[src/rtl/mips_alu_pkg.sv]
// Shared ALU definitions for the MIPS datapath: operation codes and the flag
// bundle layout {carry, ovf, zero} reused by later ALU blocks.
package mips_alu_pkg;

  typedef enum logic {
    OP_ADD = 1'b0,
    OP_SUB = 1'b1
  } alu_op_e;

  typedef struct packed {
    logic carry;
    logic ovf;
    logic zero;
  } alu_flags_t;

endpackage

[src/rtl/add_pipe_seg.sv]
// One carry-chain segment: SEG-bit add with carry in/out, result registered
// when en is high. Also folds this slice into a running zero flag.
module add_pipe_seg #(
  parameter int SEG = 8
) (
  input  logic           clk,
  input  logic           rst,
  input  logic           en,
  input  logic [SEG-1:0] a,
  input  logic [SEG-1:0] b,
  input  logic           cin,
  input  logic           zin,
  output logic [SEG-1:0] sum,
  output logic           cout,
  output logic           zout
);

  logic [SEG:0] s;

  always_comb begin
    s = {1'b0, a} + {1'b0, b} + {{SEG{1'b0}}, cin};
  end

  always_ff @(posedge clk) begin
    if (rst) begin
      sum  <= '0;
      cout <= 1'b0;
      zout <= 1'b0;
    end else if (en) begin
      sum  <= s[SEG-1:0];
      cout <= s[SEG];
      zout <= zin & ~|s[SEG-1:0];
    end
  end

endmodule

[src/rtl/add_sub_pipe.sv]
// Pipelined ADD/SUB: carry chain split into STAGES registered segments, with
// carry/overflow/zero flags and a pass-through tag; valid/ready on both sides.
module add_sub_pipe
  import mips_alu_pkg::*;
#(
  parameter int WIDTH  = 32,
  parameter int STAGES = 4,
  parameter int TAG_W  = 5
) (
  input  logic             clk,
  input  logic             rst,
  input  logic             in_valid,
  output logic             in_ready,
  input  logic             in_op,
  input  logic [WIDTH-1:0] in_a,
  input  logic [WIDTH-1:0] in_b,
  input  logic [TAG_W-1:0] in_tag,
  output logic             out_valid,
  input  logic             out_ready,
  output logic [WIDTH-1:0] out_res,
  output logic             out_carry,
  output logic             out_ovf,
  output logic             out_zero,
  output logic [TAG_W-1:0] out_tag
);

  localparam int NSTG = (STAGES < 1) ? 1 : STAGES;
  localparam int SEG  = WIDTH / NSTG;
  localparam int LAST = NSTG - 1;

  if (STAGES < 1 || (WIDTH % NSTG) != 0) begin : g_bad_cfg
    $error("add_sub_pipe: WIDTH (%0d) must be a multiple of STAGES (%0d), STAGES >= 1",
           WIDTH, STAGES);
  end

  logic             adv;
  logic [WIDTH-1:0] bx;
  logic             a_msb;
  logic             b_msb;
  alu_flags_t       flags;

  assign adv      = !out_valid || out_ready;
  assign in_ready = adv;
  assign bx       = (in_op == OP_SUB) ? ~in_b : in_b;

  for (genvar k = 0; k < NSTG; k++) begin : stg
    // Operand bits not yet summed shrink by SEG per stage; the low SEG feed this segment.
    localparam int SRC = WIDTH - k * SEG;

    logic [SRC-1:0]        src_a;
    logic [SRC-1:0]        src_b;
    logic                  vin;
    logic                  cin;
    logic                  zin;
    logic                  ld;
    logic [TAG_W-1:0]      tag_in;
    logic [SEG-1:0]        sum;
    logic                  cout;
    logic                  zout;
    logic                  v;
    logic [TAG_W-1:0]      tag;
    logic [(k+1)*SEG-1:0]  res;

    if (k == 0) begin : g_head
      assign src_a  = in_a;
      assign src_b  = bx;
      assign cin    = in_op;
      assign zin    = 1'b1;
      assign vin    = in_valid;
      assign tag_in = in_tag;
      assign res    = sum;
    end else begin : g_tail
      logic [k*SEG-1:0] lo;

      assign src_a  = stg[k-1].g_rem.a_rem;
      assign src_b  = stg[k-1].g_rem.b_rem;
      assign cin    = stg[k-1].cout;
      assign zin    = stg[k-1].zout;
      assign vin    = stg[k-1].v;
      assign tag_in = stg[k-1].tag;
      assign res    = {sum, lo};

      always_ff @(posedge clk) begin
        if (rst) begin
          lo <= '0;
        end else if (ld) begin
          lo <= stg[k-1].res;
        end
      end
    end

    // Bubbles move the valid bit only, so outputs keep the last real result.
    assign ld = adv && vin;

    add_pipe_seg #(.SEG(SEG)) u_seg (
      .clk  (clk),
      .rst  (rst),
      .en   (ld),
      .a    (src_a[SEG-1:0]),
      .b    (src_b[SEG-1:0]),
      .cin  (cin),
      .zin  (zin),
      .sum  (sum),
      .cout (cout),
      .zout (zout)
    );

    always_ff @(posedge clk) begin
      if (rst) begin
        v   <= 1'b0;
        tag <= '0;
      end else begin
        if (adv) v   <= vin;
        if (ld)  tag <= tag_in;
      end
    end

    if (k < LAST) begin : g_rem
      logic [SRC-SEG-1:0] a_rem;
      logic [SRC-SEG-1:0] b_rem;

      always_ff @(posedge clk) begin
        if (ld) begin
          a_rem <= src_a[SRC-1:SEG];
          b_rem <= src_b[SRC-1:SEG];
        end
      end
    end
  end

  always_ff @(posedge clk) begin
    if (rst) begin
      a_msb <= 1'b0;
      b_msb <= 1'b0;
    end else if (stg[LAST].ld) begin
      a_msb <= stg[LAST].src_a[SEG-1];
      b_msb <= stg[LAST].src_b[SEG-1];
    end
  end

  always_comb begin
    flags       = '0;
    flags.carry = stg[LAST].cout;
    flags.zero  = stg[LAST].zout;
    flags.ovf   = (a_msb == b_msb) && (out_res[WIDTH-1] != a_msb);
  end

  assign out_valid = stg[LAST].v;
  assign out_res   = stg[LAST].res;
  assign out_tag   = stg[LAST].tag;
  assign out_carry = flags.carry;
  assign out_ovf   = flags.ovf;
  assign out_zero  = flags.zero;

endmodule

[config.mk]
export PLATFORM = sky130hd
export DESIGN_NAME = add_sub_pipe
export DESIGN_NICKNAME = d
export VERILOG_FILES = /design/src/rtl/mips_alu_pkg.sv /design/src/rtl/add_pipe_seg.sv /design/src/rtl/add_sub_pipe.sv
export SDC_FILE = /design/constraint.sdc
export NUM_CORES = 1
export LEC_CHECK = 0
export CAP_MARGIN = 20
export CELL_PAD_IN_SITES_DETAIL_PLACEMENT = 0
export CELL_PAD_IN_SITES_GLOBAL_PLACEMENT = 2
export CORE_MARGIN = 2
export CORE_UTILIZATION = 35
export DETAILED_ROUTE_END_ITERATION = 8
export PLACE_DENSITY_LB_ADDON = 0.1
export SYNTH_ARGS = -nofsm -noshare
export SYNTH_HDL_FRONTEND = slang
export SYNTH_SLANG_ARGS = --single-unit
export TNS_END_PERCENT = 5
[constraint.sdc]
create_clock -name clk -period 4.83 [get_ports clk]
set_clock_uncertainty 0.1 [all_clocks]
set_input_delay 1.449 -clock clk [delete_from_list [all_inputs] [get_ports clk]]
set_output_delay 1.449 -clock clk [all_outputs]
set_load 0.02 [all_outputs]
* Word-level counts from Yosys, hierarchy flattened
Cells that the tools add are included.
Storage, ports and cells: bits in registers 210, bits of input ports 74, output and inout bits 42
Cells by class: add/subtract/negate cells 8, eq/ne operators 2, multiplexer cells 1, bitwise logic cells 4, reduce and logical (&&, ||, !) cells 15
Operators by type and width (number):
- adder 8 x 8 -> 9 bit | 4
- adder 9 x 1 -> 9 bit | 4
- 2-to-1 mux 32 bit | 1
- NOT 32 bit | 1
- OR reduction 8 bit | 4
- logical AND 1 bit | 5
- zero test 1 bit | 5
- bitwise AND 1 bit | 3
- equality test 1 bit | 1
- logical OR 1 bit | 1
- != test 1 bit | 1

* Logic depth before layout (Yosys ltp)
depth after elaboration 6, gate-level depth with buffers 9, depth with buffers taken out 8

* Cells and area by module
From an unflattened synthesis, not the netlist that was laid out.
Second synthesis, totals: cell total of the unflattened synthesis 743, area, all modules 8831.0 µm²
By module, submodules not included:
- add_sub_pipe | times used 1, cells an instance 451, area an instance 6093.3 µm²
- add_pipe_seg (stg[2].u_seg ...) | times used 2, cells an instance 73, area an instance 686.9 µm²
- add_pipe_seg (stg[0].u_seg ...) | times used 2, cells an instance 73, area an instance 681.9 µm²

* Least setup slack after synthesis
OpenSTA, ideal clock, no wires.
kind input to register, from input out_ready, to register stg[0].g_rem.a_rem[0] (enable), library setup time 0.431 ns, arrival 3.453 ns, data required time 4.299 ns, slack 0.846 ns, cell stages on the path 5, path buffers 1, cells stage by stage nor2b_1 inv_2 nand2_1 inv_2 buf_1
On the way: word-level cells in the longest chain between the ends 2
RTL lines:
- from (decl) | line add_sub_pipe.sv:19 | input logic out_ready,
- logical OR 1 bit | line add_sub_pipe.sv:42 | assign adv = !out_valid || out_ready;
- named net in_ready | line add_sub_pipe.sv:13 | output logic in_ready,
- logical AND 1 bit | line add_sub_pipe.sv:93 | assign ld = adv && vin;
- named net stg[0].ld | line add_sub_pipe.sv:55 | logic ld;
- to (signal assigned) | line add_sub_pipe.sv:124 | a_rem <= src_a[SRC-1:SEG];
- to (decl) | line add_sub_pipe.sv:119 | logic [SRC-SEG-1:0] a_rem;
The timed path passes the listed nets, and every way through them passes these cells. A chain may end at the register's enable or synchronous reset.

* Worst setup path in the final report
from input out_ready, to output in_ready
On the way: word-level cells in the longest chain between the ends 1
RTL lines (line):
- logical OR 1 bit | add_sub_pipe.sv:42
- to (decl) | add_sub_pipe.sv:13
Every way passes these cells.

==> flow_metrics.py <==
metrics = {
    "outcome": {
        "status": "finished, final reports clean",
    },
    "logic_synthesis": {
        "yosysTopAreaCell": "edfxtp_1",
        "yosys-top-cells-count": "194 x nand2_1, 114 x dfxtp_1, 104 x a21oi_1, 96 x edfxtp_1",
        "netlist.area_leader.share_pct": 33.6,
        "avgSynthCellArea_um2": 10.6,
        "synth_most_common_cell": "nand2_1",
        "netlist_instances": 811,
        "syn_nets": 920,
        "yosys_warnings": 0,
        "synth_seq_cells": 210,
        "synthArstFlopShare_pct": 0,
        "syn-cell-area_um2": 8580,
        "synth_ff_type": "dfxtp_1",
        "synth_area_leaders": "edfxtp_1 34%, dfxtp_1 27%, nand2_1 8.5%",
        "synth.distinct_cells": 56,
        "yosysSeqAreaShare_pct": 60.2,
        "synth_edf_count": 96,
    },
    "floorplanning": {
        "core-area_um2": 24200,
        "die-area_um2": 25800,
        "die_w_um": 161,
        "io_pins": 116,
        "dieHeight_um": 161,
        "rows": 57,
        "start_util_pct": 35.5,
    },
    "timing": {
        "finalCritPeriodShare_pct": 92.4,
        "fin_ws_ns": 0.366,
        "tightest_slew_ns": 0.782,
        "maxSlewHeadroom_pct": 47.9,
        "rsz0062_at_grt": "false",
        "finalCriticalPeriod_ns": 4.46,
        "max_freq_mhz": 224,
        "setup-violations-final": 0,
        "hold_viol_final": 0,
        "final_max_slew_viol_count": 0,
        "fin_tns_setup_ns": 0,
    },
    "clock_network": {
        "hold_buffers": 0,
        "clock_latency_ns": 0.51,
        "post_cts_buffers": 0,
        "h-tree-depth": 1,
        "cts_buffers": 24,
        "cts_resized": 0,
        "clkTransAtPathRegs_ns": 0.05,
        "clock-root-buffer": "clkbuf_16",
        "tritoncts": "done",
        "clk_path_buf_depth": 3,
        "clkSinkCount": 210,
    },
    "grt": {
        "grt_start_max_net_pins": 72,
        "grt_pass1_wl_um": 29800,
        "grt_use_total_pct": 14.1,
        "grt.overflow.total": 0,
        "antenna_found_initial": 0,
        "grt_pass1_vias": 5806,
    },
    "layout": {
        "num_antenna_cells": 0,
        "final_util_pct": 45.0,
        "fin_area_um2": 10900,
        "synthToLayoutAreaGrowth_pct": 26.9,
        "drive_gt1_share_pct": 6.47,
        "nNetsFinal": 1034,
    },
    "setup_path": {
        "critical_path_class": "primary input to primary output",
        "r2r_slack_ns": 2.00,
        "r2r-end": "stg[3].u_seg.zout",
        "startpoint_type": "primary input",
        "endpoint_kind": "primary output",
        "reg2reg_from": "stg[2].g_rem.a_rem[0]",
        "worstPathMaxFanout": 6,
        "required_ns": 3.28,
        "arrival_ns": 2.92,
        "critPathLaunch": "out_ready",
        "crit_end": "in_ready",
        "r2r_cells": 7,
    },
    "power_and_ir_drop": {
        "power_switching_share_pct": 22.5,
        "cellLeakagePower_nw": 3.86,
        "clkPwrFrac_pct": 42.8,
        "ir_drop_v": 0.000193,
        "p_comb_share_pct": 10.0,
        "p_per_area_nw_per_um2": 385,
        "power.internal_mw": 3.25,
        "pwr-share-seq_pct": 47.2,
        "p_switching_uw": 945,
    },
    "route": {
        "drc": 0,
        "drt_first_iter_violations": 281,
        "first_pass_iters": 4,
        "wire_per_inst_um": 14.3,
        "ant_nets": 0,
        "routed_via_density": 4.65,
        "drt_wl_total_um": 18200,
        "num_vias": 5887,
    },
    "place": {
        "place_ws_ns": 0.367,
        "postPlaceCellArea_um2": 10100,
        "place.gp.congestion": 0.742,
        "io_buffers": 115,
        "hpwl_um": 12800,
    },
    "min_path": {
        "hp-class": "register to register",
        "min_from": "stg[1].g_rem.a_rem[12]",
    },
    "job": {
        "maxCapViolCount": 0,
    },
}
power by group through the flow:
| stage | sequential, mW | combinational [mW] | clock [mW] |
|---|---|---|---|
| after floorplan | 2.01 | 0.272 | 0 |
| after global placement | 2.01 | 0.416 | 0 |
| after detailed placement | 2.02 | 0.422 | 0 |
| after CTS | 1.98 | 0.424 | 1.86 |
| after global routing | 1.99 | 0.473 | 1.93 |
| final | 1.98 | 0.419 | 1.79 |
worst max-delay path, stage by stage:
cell,delay (ns)
clkdlybuf4s50_1,0.40
nor2b_1,0.35
inv_2,0.14
clkdlybuf4s50_1,0.57
sequential cells by signal, indices dropped and copies added, names as in the netlist, 4 cells and up:
signal	cells
out_tag	5
stg.g_rem.a_rem	48
stg.g_rem.b_rem	48
stg.g_tail.lo	48
stg.tag	15
stg.u_seg.cout	4
stg.u_seg.sum	32
stg.u_seg.zout	4
per-layer routing:
| layer | up-vias | wire length [um] | track usage (%) |
|---|---|---|---|
| li1 | 3077 | - | - |
| met1 | 2666 | 9200 | 20.4 |
| met4 | 0 | 282 | 3.60 |
| met3 | 24 | 836 | 2.40 |
| met5 | - | 0 | 0 |
| met2 | 120 | 7850 | 22.1 |
cells by family after synthesis:
family | Yosys count | synth area share (%)
compound gates | 183 | 13.1
xor+xnor | 43 | 4.39
fa+ha+maj | 35 | 5.72
buf+inv | 53 | 2.35
flops | 210 | 60.2
mux | 2 | 0.277
simple gates | 285 | 14.0
stage by stage:
stage	power, mW	instances	hold slack, ns
5_1_grt	4.38	1267	0.314
2_1_floorplan	2.28	811	0.300
4_1_cts	4.26	1267	0.318
3_5_place_dp	2.44	1223	0.305
3_3_place_gp	2.43	1223	0.302
6_report	4.19	1267	0.317
how the worst min path moves through the flow:
stage                                  end  slack [ns]  cells past startpoint
floorplan            stg[1].g_rem.a_rem[0]        0.30                      0
global placement    stg[1].g_rem.a_rem[14]        0.30                      0
detailed placement  stg[1].g_rem.a_rem[15]        0.30                      0
CTS                  stg[2].g_rem.a_rem[5]        0.32                      0
global route         stg[1].g_rem.b_rem[7]        0.31                      0
finish               stg[2].g_rem.a_rem[4]        0.32                      0
layout make-up:
| cell class | count | area (um^2) |
|---|---|---|
| Sequential cell | 210 | 5160 |
| Fill cell | 2280 | 13300 |
| Tap cell | 324 | 405 |
| Multi-Input combinational cell | 548 | 3220 |
| Timing Repair Buffer | 126 | 1240 |
| Clock inverter | 11 | 110 |
| Inverter | 15 | 56.3 |
| Clock buffer | 33 | 696 |
cell usage in the layout, fill, tap and decap left out, types with 5 or more instances in the layout:
cell type / count
nand2_1: 194
dfxtp_1: 114
clkdlybuf4s50_1: 113
a21oi_1: 104
edfxtp_1: 96
xor2_1: 35
nor2_1: 35
ha_1: 28
clkbuf_16: 25
nand3_1: 15
o21ai_0: 14
inv_1: 12
a211oi_1: 12
buf_4: 11
nor3_1: 8
xnor2_1: 8
fa_1: 7
nor2b_1: 6
a21o_1: 6
o21a_1: 5
No activity file was read; power rests on OpenSTA's default activity.
